`config.mk`:
```
export PLATFORM = sky130hd
export DESIGN_NAME = mem_io_ctrl
export DESIGN_NICKNAME = d
export VERILOG_FILES = /design/src/rtl/mem_io_ctrl.sv
export SDC_FILE = /design/constraint.sdc
export NUM_CORES = 1
export LEC_CHECK = 0
export ABC_AREA = 1
export CAP_MARGIN = 30
export CORE_MARGIN = 4
export CORE_UTILIZATION = 56
export CTS_CLUSTER_DIAMETER = 200
export DETAILED_ROUTE_END_ITERATION = 16
export HOLD_SLACK_MARGIN = 0.08
export PLACE_DENSITY = 0.85
export SLEW_MARGIN = 0
export SYNTH_ARGS = -nofsm -noshare
export SYNTH_HDL_FRONTEND = slang
export SYNTH_SLANG_ARGS = --single-unit
```
`constraint.sdc`:
```
create_clock -name clk -period 5.09 [get_ports clk]
set_input_delay 1.018 -clock clk [delete_from_list [all_inputs] [get_ports clk]]
set_output_delay 1.018 -clock clk [all_outputs]
set_load 0.05 [all_outputs]
```
`src/rtl/mem_io_ctrl.sv`:
```
// Memory/I-O bus controller: decodes the 9-bit address onto RAM, LED, switches,
// access counters and an error-capture register, returning read data one cycle later.
module mem_io_ctrl #(
  parameter int ADDR_W = 9,
  parameter int DATA_W = 16,
  parameter int LED_W  = 8,
  parameter int SW_W   = 8
) (
  input  logic              clk,
  input  logic              rst,
  input  logic [1:0]        mem_cmd,
  input  logic [ADDR_W-1:0] mem_addr,
  input  logic [DATA_W-1:0] write_data,
  output logic [DATA_W-1:0] read_data,
  output logic [7:0]        ram_addr,
  output logic [DATA_W-1:0] ram_din,
  output logic              ram_we,
  input  logic [DATA_W-1:0] ram_dout,
  input  logic [SW_W-1:0]   sw,
  output logic [LED_W-1:0]  led,
  output logic              err
);

  localparam logic [1:0]        CMD_RD = 2'b01;
  localparam logic [1:0]        CMD_WR = 2'b10;
  localparam logic [ADDR_W-1:0] A_LED  = 'h100;
  localparam logic [ADDR_W-1:0] A_SW   = 'h140;
  localparam logic [ADDR_W-1:0] A_RDC  = 'h180;
  localparam logic [ADDR_W-1:0] A_WRC  = 'h181;
  localparam logic [ADDR_W-1:0] A_ERR  = 'h1C0;
  localparam int                CNT_W  = 16;
  localparam logic [CNT_W-1:0]  CNT_MAX = '1;

  logic [ADDR_W+1:0] prev_reg;
  logic [SW_W-1:0]   sw_meta_reg, sw_sync_reg;
  logic [LED_W-1:0]  led_reg;
  logic              err_reg;
  logic [ADDR_W-1:0] err_addr_reg;
  logic [CNT_W-1:0]  rd_cnt_reg, wr_cnt_reg;
  logic              sel_ram_reg;
  logic [DATA_W-1:0] snap_reg;
  logic [DATA_W-1:0] snap_next;

  logic is_rd, is_wr, ts;
  logic hit_ram, hit_led, hit_sw, hit_rdc, hit_wrc, hit_err;
  logic rd_ok, wr_ok, rd_ts, wr_ts, bad_ts;

  assign is_rd   = (mem_cmd == CMD_RD);
  assign is_wr   = (mem_cmd == CMD_WR);
  // A command held unchanged across cycles is one transaction, not many.
  assign ts      = (is_rd || is_wr) && ({mem_cmd, mem_addr} != prev_reg);

  assign hit_ram = (mem_addr[ADDR_W-1:8] == '0);
  assign hit_led = (mem_addr == A_LED);
  assign hit_sw  = (mem_addr == A_SW);
  assign hit_rdc = (mem_addr == A_RDC);
  assign hit_wrc = (mem_addr == A_WRC);
  assign hit_err = (mem_addr == A_ERR);

  assign rd_ok  = hit_ram || hit_led || hit_sw || hit_rdc || hit_wrc || hit_err;
  assign wr_ok  = rd_ok && !hit_sw;
  assign rd_ts  = ts && is_rd && rd_ok;
  assign wr_ts  = ts && is_wr && wr_ok;
  assign bad_ts = ts && ((is_rd && !rd_ok) || (is_wr && !wr_ok));

  assign ram_addr  = mem_addr[7:0];
  assign ram_din   = write_data;
  assign ram_we    = is_wr && hit_ram;
  assign read_data = sel_ram_reg ? ram_dout : snap_reg;
  assign led       = led_reg;
  assign err       = err_reg;

  always_comb begin
    snap_next = '0;
    if (hit_led)      snap_next = DATA_W'(led_reg);
    else if (hit_sw)  snap_next = DATA_W'(sw_sync_reg);
    else if (hit_rdc) snap_next = DATA_W'(rd_cnt_reg);
    else if (hit_wrc) snap_next = DATA_W'(wr_cnt_reg);
    else if (hit_err) snap_next = DATA_W'({err_reg, 6'b0, err_addr_reg});
  end

  always_ff @(posedge clk) begin
    if (rst) begin
      prev_reg     <= '0;
      sw_meta_reg  <= '0;
      sw_sync_reg  <= '0;
      led_reg      <= '0;
      err_reg      <= 1'b0;
      err_addr_reg <= '0;
      rd_cnt_reg   <= '0;
      wr_cnt_reg   <= '0;
      sel_ram_reg  <= 1'b1;
      snap_reg     <= '0;
    end else begin
      prev_reg    <= {mem_cmd, mem_addr};
      sw_meta_reg <= sw;
      sw_sync_reg <= sw_meta_reg;

      if (is_rd) begin
        sel_ram_reg <= hit_ram;
        snap_reg    <= snap_next;
      end

      if (wr_ts && hit_led)
        led_reg <= write_data[LED_W-1:0];

      // Clearing a counter takes priority over the write count it would also receive.
      if (wr_ts && hit_rdc)
        rd_cnt_reg <= '0;
      else if (rd_ts && rd_cnt_reg != CNT_MAX)
        rd_cnt_reg <= rd_cnt_reg + 1'b1;

      if (wr_ts && hit_wrc)
        wr_cnt_reg <= '0;
      else if (wr_ts && wr_cnt_reg != CNT_MAX)
        wr_cnt_reg <= wr_cnt_reg + 1'b1;

      if (wr_ts && hit_err) begin
        err_reg      <= 1'b0;
        err_addr_reg <= '0;
      end else if (bad_ts) begin
        err_reg <= 1'b1;
        if (!err_reg)
          err_addr_reg <= mem_addr;
      end
    end
  end

endmodule

```
After elaboration in Yosys (flattened, before gate mapping)
Cells that the tools add are included.
Word-level totals
  output and inout bits: 50
  input port bits: 53
  register bits after elaboration: 94
  logic and storage cells: 60
Operators by class
  muxes and demuxes: 6
  add/sub/neg operators: 2
  equal/unequal tests: 10
  reductions and logical operators: 30
  bitwise logic cells: 2
Operators with widths (count)
  16-bit 2-to-1 mux: 6
  9-bit == test, second input constant: 5
  16-bit by 1-bit adder with 16-bit output, second input constant: 2
  16-bit inequality test, second input constant: 2
  1-bit logical AND: 16
  11-bit inequality test: 1
  1-bit logical OR: 7
  2-bit OR reduction: 3
  1-bit logical NOT: 3
  2-bit by 1-bit == test with 1-bit output, second input constant: 1
  2-bit == test, second input constant: 1
  1-bit NOT: 2
  2-bit AND reduction: 1

Depth between registers and ports, before layout
Gate-level depths: netlist of run 1.
  word-level depth: 12
  mapped depth: 13
  depth with buffers taken out: 13

Least setup slack after synthesis of run 1
OpenSTA, ideal clock, no wires.
  path kind: input -> output
  start point: input mem_cmd[0]
  end point: output ram_we
  data arrival time: 1.970 ns
  data required time: 4.072 ns
  path buffers: 0
  cell stages on the path: 4
  setup slack: 2.102 ns
  cells stage by stage: inv_1 > ha_1 > inv_1 > nor2_1
On the way
  cells in the longest elaborated chain, start to end: 2
RTL lines
  start, declared: RTL line 11  | input logic [1:0] mem_cmd,
  2-bit == test: RTL line 49  | assign is_wr = (mem_cmd == CMD_WR);
  1-bit logical AND: RTL line 68  | assign ram_we = is_wr && hit_ram;
  end, declared: RTL line 17  | output logic ram_we,
Every way passes these cells.

Worst setup path after layout of run 1
Ends and elaborated chain as after synthesis.

==> impl_metrics.py, run 1 <==
metrics = {
    "sta": {
        "slew_headroom_pct": 45.96,
        "post-route-period-util_pct": 74.76,
        "fin_skew_ns": 0.01406,
        "hold_viol": 0,
        "finalSetupViolations": 0,
        "worst-slew-pin-transition_ns": 0.8095,
        "worst_slack_ns": 1.285,
        "drv_slew": 0,
        "setup-tns-final_ns": 0,
        "finalCriticalPeriod_ns": 3.805,
        "max_freq_ghz": 0.2628,
        "grt_setup_unrepaired": "false",
    },
    "yosys": {
        "syn_avg_cell_area_sq_um": 7.130,
        "synth_flop_cell": "dfxtp_1",
        "synth_edf_count": 0,
        "synth_top_cell_by_area": "dfxtp_1",
        "ys_warn_count": 0,
        "yosysUniqueCellTypes": 39,
        "synth.area.top_cells": "dfxtp_1 (36%), nand2_1 (12%), inv_1 (6.3%), nor2_1 (5.7%), buf_4 (4.3%)",
        "yosysSeqAreaShare_pct": 35.72,
        "synthTopCellsByCount": "nand2_1 (163), dfxtp_1 (94), inv_1 (88)",
        "synth_area_sq_mm": 0.005269,
        "ys_async_sr_fraction_pct": 0,
        "synth_fp_nets": 796,
        "synth.most_common_cell": "nand2_1",
        "synth-seq-cells": 94,
        "syn_inst": 739,
        "synth_top_area_share_pct": 35.72,
    },
    "setup_path": {
        "worstPathRequired_ns": 4.07,
        "crit_chain": "clkdlybuf4s50_1 -> inv_1 -> ha_1 -> inv_1 -> nor2_1 -> clkdlybuf4s50_1",
        "start_kind": "input pin",
        "crit_path_max_fanout": 3,
        "critPathSlowestCell": "clkdlybuf4s50_1",
        "cp_slowest_stage_delay_ns": 0.82,
        "crit_family": "buffers and inverters",
        "crit_type": "input pin to output pin",
        "worstPathArrival_ns": 2.79,
        "crit_path_end_kind": "output pin",
        "path_buf_inv": 4,
    },
    "layout": {
        "syn_to_final_growth_pct": 16.84,
        "final_nets": 846,
        "antenna_cells": 0,
        "drive_above_1_share_pct": 10.20,
        "fillers": 799,
    },
    "pwr": {
        "pwr_density_cell_mw_per_mm2": 248.4,
        "comb_power_share_pct": 16.4,
        "p_int_mw": 1.050,
        "pwr-share-clk_pct": 33.5,
        "seqPwrFrac_pct": 50.1,
        "swShare_pct": 31.33,
        "switching_power_mw": 0.4789,
        "ir_worst_vdd_v": 0.0002045,
        "p_leak_nw": 2.362,
    },
    "clocking": {
        "cts_setup_buffers": 0,
        "cts_tree": "done",
        "clkSinkCount": 94,
        "clockBufferDepth": 2,
        "path_clk_slew_ns": 0.11,
        "cts.htree.levels": 3,
        "cts-hold-fix-buffers": 0,
        "cts_root_buffer": "clkbuf_8",
        "clk_latency_ns": 0.38,
        "numCtsBuffers": 9,
        "ctsResizeCount": 0,
    },
    "floorplanning": {
        "dieArea_sq_mm": 0.01102,
        "ios": 103,
        "std_cell_rows": 35,
        "core_sq_mm": 0.009196,
        "die_w_um": 105.0,
        "initial_utilization_pct": 57.29,
        "die_y_um": 105.0,
    },
    "grt": {
        "grt_max_degree": 45,
        "grtUsageTotal_pct": 22.88,
        "grt_pass1_wl_um": 20820,
        "grt_pass1_vias": 4509,
        "grt.overflow.total": 0,
        "antenna_found_initial": 0,
    },
    "placed_design": {
        "gp_congestion": 0.9042,
        "dpl_worst_slack_ns": 1.294,
        "dpl.hpwl_um": 9570,
        "io_buffers": 86,
    },
    "routing": {
        "avgRoutedWirePerCell_um": 14.13,
        "drt_wl_total_um": 12790,
        "route.detailed.drc": 0,
        "vias_per_cell": 5.322,
        "final_antenna_net_count": 0,
        "drtIter0Drc": 323,
        "drt-pass1-iter-count": 5,
        "vias": 4816,
    },
    "status": {
        "status": "finished clean",
    },
    "hold_path": {
        "min_path_type": "flip-flop to flip-flop",
    },
    "job": {
        "cap_violations": 0,
    },
}
## per-layer routing
metal / vias up / wire [um] / track usage (%)
li1: 2429 / - / -
met1: 2200 / 5298 / 28.57
met2: 162 / 6387 / 39.41
met3: 25 / 821 / 5.127
met4: 0 / 284 / 6.654
met5: - / 0 / 0
## power by group through the flow
stage               Combinational (mW)  Clock (mW)  Sequential (mW)
floorplan                        0.189           0            0.779
global placement                 0.245           0            0.782
detailed placement               0.250           0            0.783
CTS                              0.251       0.523            0.766
global route                     0.270       0.549            0.769
finish                           0.251       0.512            0.766
## area by class of cell
cell class,count,area [sq um],share of cell area [%]
Inverter,99,371.6,6.037
Clock buffer,9,123.9,2.012
Sequential cell,94,1882,30.57
Timing Repair Buffer,88,875.8,14.23
Tap cell,111,138.9,2.256
Clock inverter,7,83.83,1.362
Multi-Input combinational cell,497,2680,43.54
## final timing paths
kind                                     end  slack, ns  cells after the start                  startpoint
setup reg to reg  rd_cnt_reg[0]$_SDFFE_PP0P_       2.65                      9  rd_cnt_reg[0]$_SDFFE_PP0P_
setup / recovery                      ram_we       1.28                      6                  mem_cmd[0]
hold / removal     sw_sync_reg[4]$_SDFF_PP0_       0.41                      2   sw_meta_reg[4]$_SDFF_PP0_
hold reg to reg    sw_sync_reg[4]$_SDFF_PP0_       0.41                      2   sw_meta_reg[4]$_SDFF_PP0_
## stage by stage
stage	instance area [sq um]	cells	hold slack [ns]	utilization (%)	power, mW
after floorplan	5269	739	0.3883	-	0.9688
after global placement	5948	889	0.3941	64.68	1.027
after detailed placement	5948	889	0.3966	64.68	1.033
after CTS	6156	905	0.4142	66.94	1.540
after global routing	6156	905	0.4293	66.94	1.588
final	6156	905	0.4104	66.94	1.529
## cells in the final DEF, fill, tap and decap left out
cell type,instances
a21oi_1,42
clkdlybuf4s50_1,86
a21o_1,1
o211ai_1,4
inv_1,88
nand2_1,163
nand2_2,11
nor2_1,80
o221ai_1,6
o21ai_0,28
clkinv_1,2
nor3_2,1
buf_4,2
xor2_1,25
clkbuf_8,9
nand3b_1,8
nor2_4,4
nand3_1,44
inv_2,9
mux2_2,10
or2_2,1
nand3_4,1
clkinv_8,2
a21oi_2,9
nand4_1,11
nand3_2,12
nor3_4,1
a21oi_4,1
nor2_8,2
nor4_1,3
xnor2_1,7
nor3_1,12
o22ai_1,5
inv_6,2
ha_1,4
dfxtp_1,94
inv_8,3
nor2_2,1
## tightest hold or removal path, cell delays in order, from the launching register on
cell,delay [ns]
dfxtp_1,0.31
inv_1,0.04
nor2_1,0.03
## cells by family after synthesis
family          count (synthesis)  share of synthesized area (%)
simple gates                  355                          31.70
buf+inv                       148                          13.42
compound gates                 96                          10.76
flops                          94                          35.72
xor+xnor                       32                          5.319
mux                            10                          2.137
fa+ha+maj                       4                         0.9499
(Power assumes the default switching activity.)
==> inputs of run 2 (changes only) <==
--- a/config.mk
+++ b/config.mk
@@ -8,11 +8,11 @@
 export ABC_AREA = 1
 export CAP_MARGIN = 30
 export CORE_MARGIN = 4
-export CORE_UTILIZATION = 56
+export CORE_UTILIZATION = 47
 export CTS_CLUSTER_DIAMETER = 200
 export DETAILED_ROUTE_END_ITERATION = 16
 export HOLD_SLACK_MARGIN = 0.08
-export PLACE_DENSITY = 0.85
+export PLACE_DENSITY = 0.76
 export SLEW_MARGIN = 0
 export SYNTH_ARGS = -nofsm -noshare
 export SYNTH_HDL_FRONTEND = slang
==> constraint.sdc (replaced) <==
create_clock -name clk -period 3.1 [get_ports clk]
set_input_delay 0.62 -clock clk [delete_from_list [all_inputs] [get_ports clk]]
set_output_delay 0.62 -clock clk [all_outputs]
set_load 0.05 [all_outputs]
==> impl_metrics.py, run 2 (synthesized netlist as in run 1, its figures left out) <==
metrics = {
    "sta": {
        "hold_viol": 0,
        "finalSetupViolations": 0,
        "max_freq_ghz": 0.3489,
        "fin_skew_ns": 0.01353,
        "drv_slew": 0,
        "grt_setup_unrepaired": "false",
        "finalCriticalPeriod_ns": 2.866,
        "post-route-period-util_pct": 92.44,
        "worst-slew-pin-transition_ns": 0.5970,
        "slew_headroom_pct": 60.08,
        "setup-tns-final_ns": 0,
        "hold_ws_ns": 0.4006,
    },
    "clocking": {
        "cts_tree": "done",
        "cts.htree.levels": 3,
        "numCtsBuffers": 9,
        "clockBufferDepth": 2,
        "path_clk_slew_ns": 0.09,
        "clkSinkCount": 94,
        "ctsResizeCount": 0,
        "clk_latency_ns": 0.38,
        "cts-hold-fix-buffers": 0,
        "cts_setup_buffers": 0,
        "cts_root_buffer": "clkbuf_8",
    },
    "floorplanning": {
        "core_sq_mm": 0.01089,
        "std_cell_rows": 38,
        "die_y_um": 113.9,
        "initial_utilization_pct": 48.39,
        "dieArea_sq_mm": 0.01297,
        "ios": 103,
        "die_w_um": 113.9,
    },
    "layout": {
        "drive_above_1_share_pct": 11.35,
        "layout_commonest_cell": "nand2_1",
        "final_cell_area_sq_mm": 0.006260,
        "fillers": 1023,
        "antenna_cells": 0,
        "syn_to_final_growth_pct": 18.81,
        "multiInputGateArea_sq_mm": 0.002680,
        "stdcell_count": 942,
        "final_nets": 854,
        "regArea_sq_mm": 0.001882,
        "most-common-layout-cells": "nand2_1 (163), dfxtp_1 (94), inv_1 (88), clkdlybuf4s50_1 (84), nor2_1 (80)",
    },
    "placed_design": {
        "io_buffers": 86,
        "dpl-instance-area_sq_mm": 0.006052,
        "dpl.hpwl_um": 10200,
        "gp_congestion": 0.9083,
        "dpl.cell_count": 926,
    },
    "setup_path": {
        "r2r_end": "wr_cnt_reg[13]$_SDFFE_PP0P_",
        "crit_type": "flip-flop to output pin",
        "rrSetupSlack_ns": 0.74,
        "worstPathArrival_ns": 2.25,
        "crit_path_end_kind": "output pin",
        "worstPathRequired_ns": 2.48,
        "r2r_cells": 9,
        "start_kind": "flip-flop",
        "worstReg2RegStart": "wr_cnt_reg[0]$_SDFFE_PP0P_",
        "crit_path_max_fanout": 15,
    },
    "hold_path": {
        "worstHoldPathCells": 2,
        "min_to": "sw_sync_reg[1]$_SDFF_PP0_",
        "min_path_type": "flip-flop to flip-flop",
        "worstHoldStart": "sw_meta_reg[1]$_SDFF_PP0_",
    },
    "grt": {
        "grt_max_degree": 30,
        "grt_pass1_vias": 4713,
        "grt_pass1_wl_um": 22400,
        "antenna_found_initial": 0,
        "grt.overflow.total": 0,
        "grtUsageTotal_pct": 21.53,
    },
    "routing": {
        "drt_wl_total_um": 13530,
        "route.detailed.drc": 0,
        "drt-pass1-iter-count": 5,
        "vias_per_cell": 5.159,
        "vias": 4860,
        "final_antenna_net_count": 0,
        "drtIter0Drc": 335,
        "avgRoutedWirePerCell_um": 14.36,
    },
    "job": {
        "cap_violations": 0,
    },
    "pwr": {
        "p_leak_nw": 2.408,
        "seqPwrFrac_pct": 49.6,
        "switching_power_mw": 0.7296,
        "ir_worst_vdd_v": 0.0003405,
        "p_int_mw": 1.801,
        "swShare_pct": 28.83,
        "pwr_density_cell_mw_per_mm2": 404.2,
        "pwr-share-clk_pct": 33.7,
        "comb_power_share_pct": 16.7,
    },
    "status": {
        "status": "finished clean",
    },
}
==> run 2: critical path: stages (launching register included) <==
cell,delay (ns)
dfxtp_1,0.49
buf_4,0.31
mux2_2,0.37
clkdlybuf4s50_1,0.70
==> run 2: worst max-delay path by stage <==
stage,slack [ns],endpoint,cells after the start,start
floorplan,0.80,read_data[0],2,sel_ram_reg$_SDFFE_PP1N_
global placement,0.40,wr_cnt_reg[11]$_SDFFE_PP0P_,13,mem_addr[7]
detailed placement,0.29,wr_cnt_reg[5]$_SDFFE_PP0P_,13,mem_addr[7]
CTS,0.18,read_data[15],3,sel_ram_reg$_SDFFE_PP1N_
global route,0.11,read_data[14],3,sel_ram_reg$_SDFFE_PP1N_
finish,0.23,read_data[15],3,sel_ram_reg$_SDFFE_PP1N_
==> run 2: routing by layer <==
layer  vias to the layer above  share of wire (%)  routed length [um]  global-route usage (%)
met5                         -                  0                   0                       0
met4                         0                1.9                 251                   7.680
met3                        22                6.2                 835                   4.138
met2                       157                 48                6464                   36.12
met1                      2234                 44                5976                   27.66
li1                       2447                  -                   -                       -
==> run 2: power groups by stage <==
stage,clock (mW),combinational [mW],sequential [mW]
2_1_floorplan,0,0.311,1.28
3_5_place_dp,0,0.424,1.28
6_report,0.853,0.424,1.25
5_1_grt,0.920,0.458,1.26
3_3_place_gp,0,0.418,1.28
4_1_cts,0.877,0.425,1.25
==> run 2: cell type report <==
type | instances | share of cell area, %
sequential | 94 | 30.06
inverter | 99 | 5.936
clock buffer | 10 | 2.199
tap | 140 | 2.798
timing repair buffer | 96 | 15.07
clock inverter | 6 | 1.119
multi-input combinational | 497 | 42.81
==> run 2: metrics by stage <==
stage | power [mW] | setup WS, ns | util [%]
floorplan | 1.591 | 0.8015 | -
CTS | 2.557 | 0.1827 | 57.49
finish | 2.530 | 0.2342 | 57.49
detailed placement | 1.706 | 0.2918 | 55.58
global placement | 1.699 | 0.3956 | 55.58
global route | 2.636 | 0.1083 | 57.49
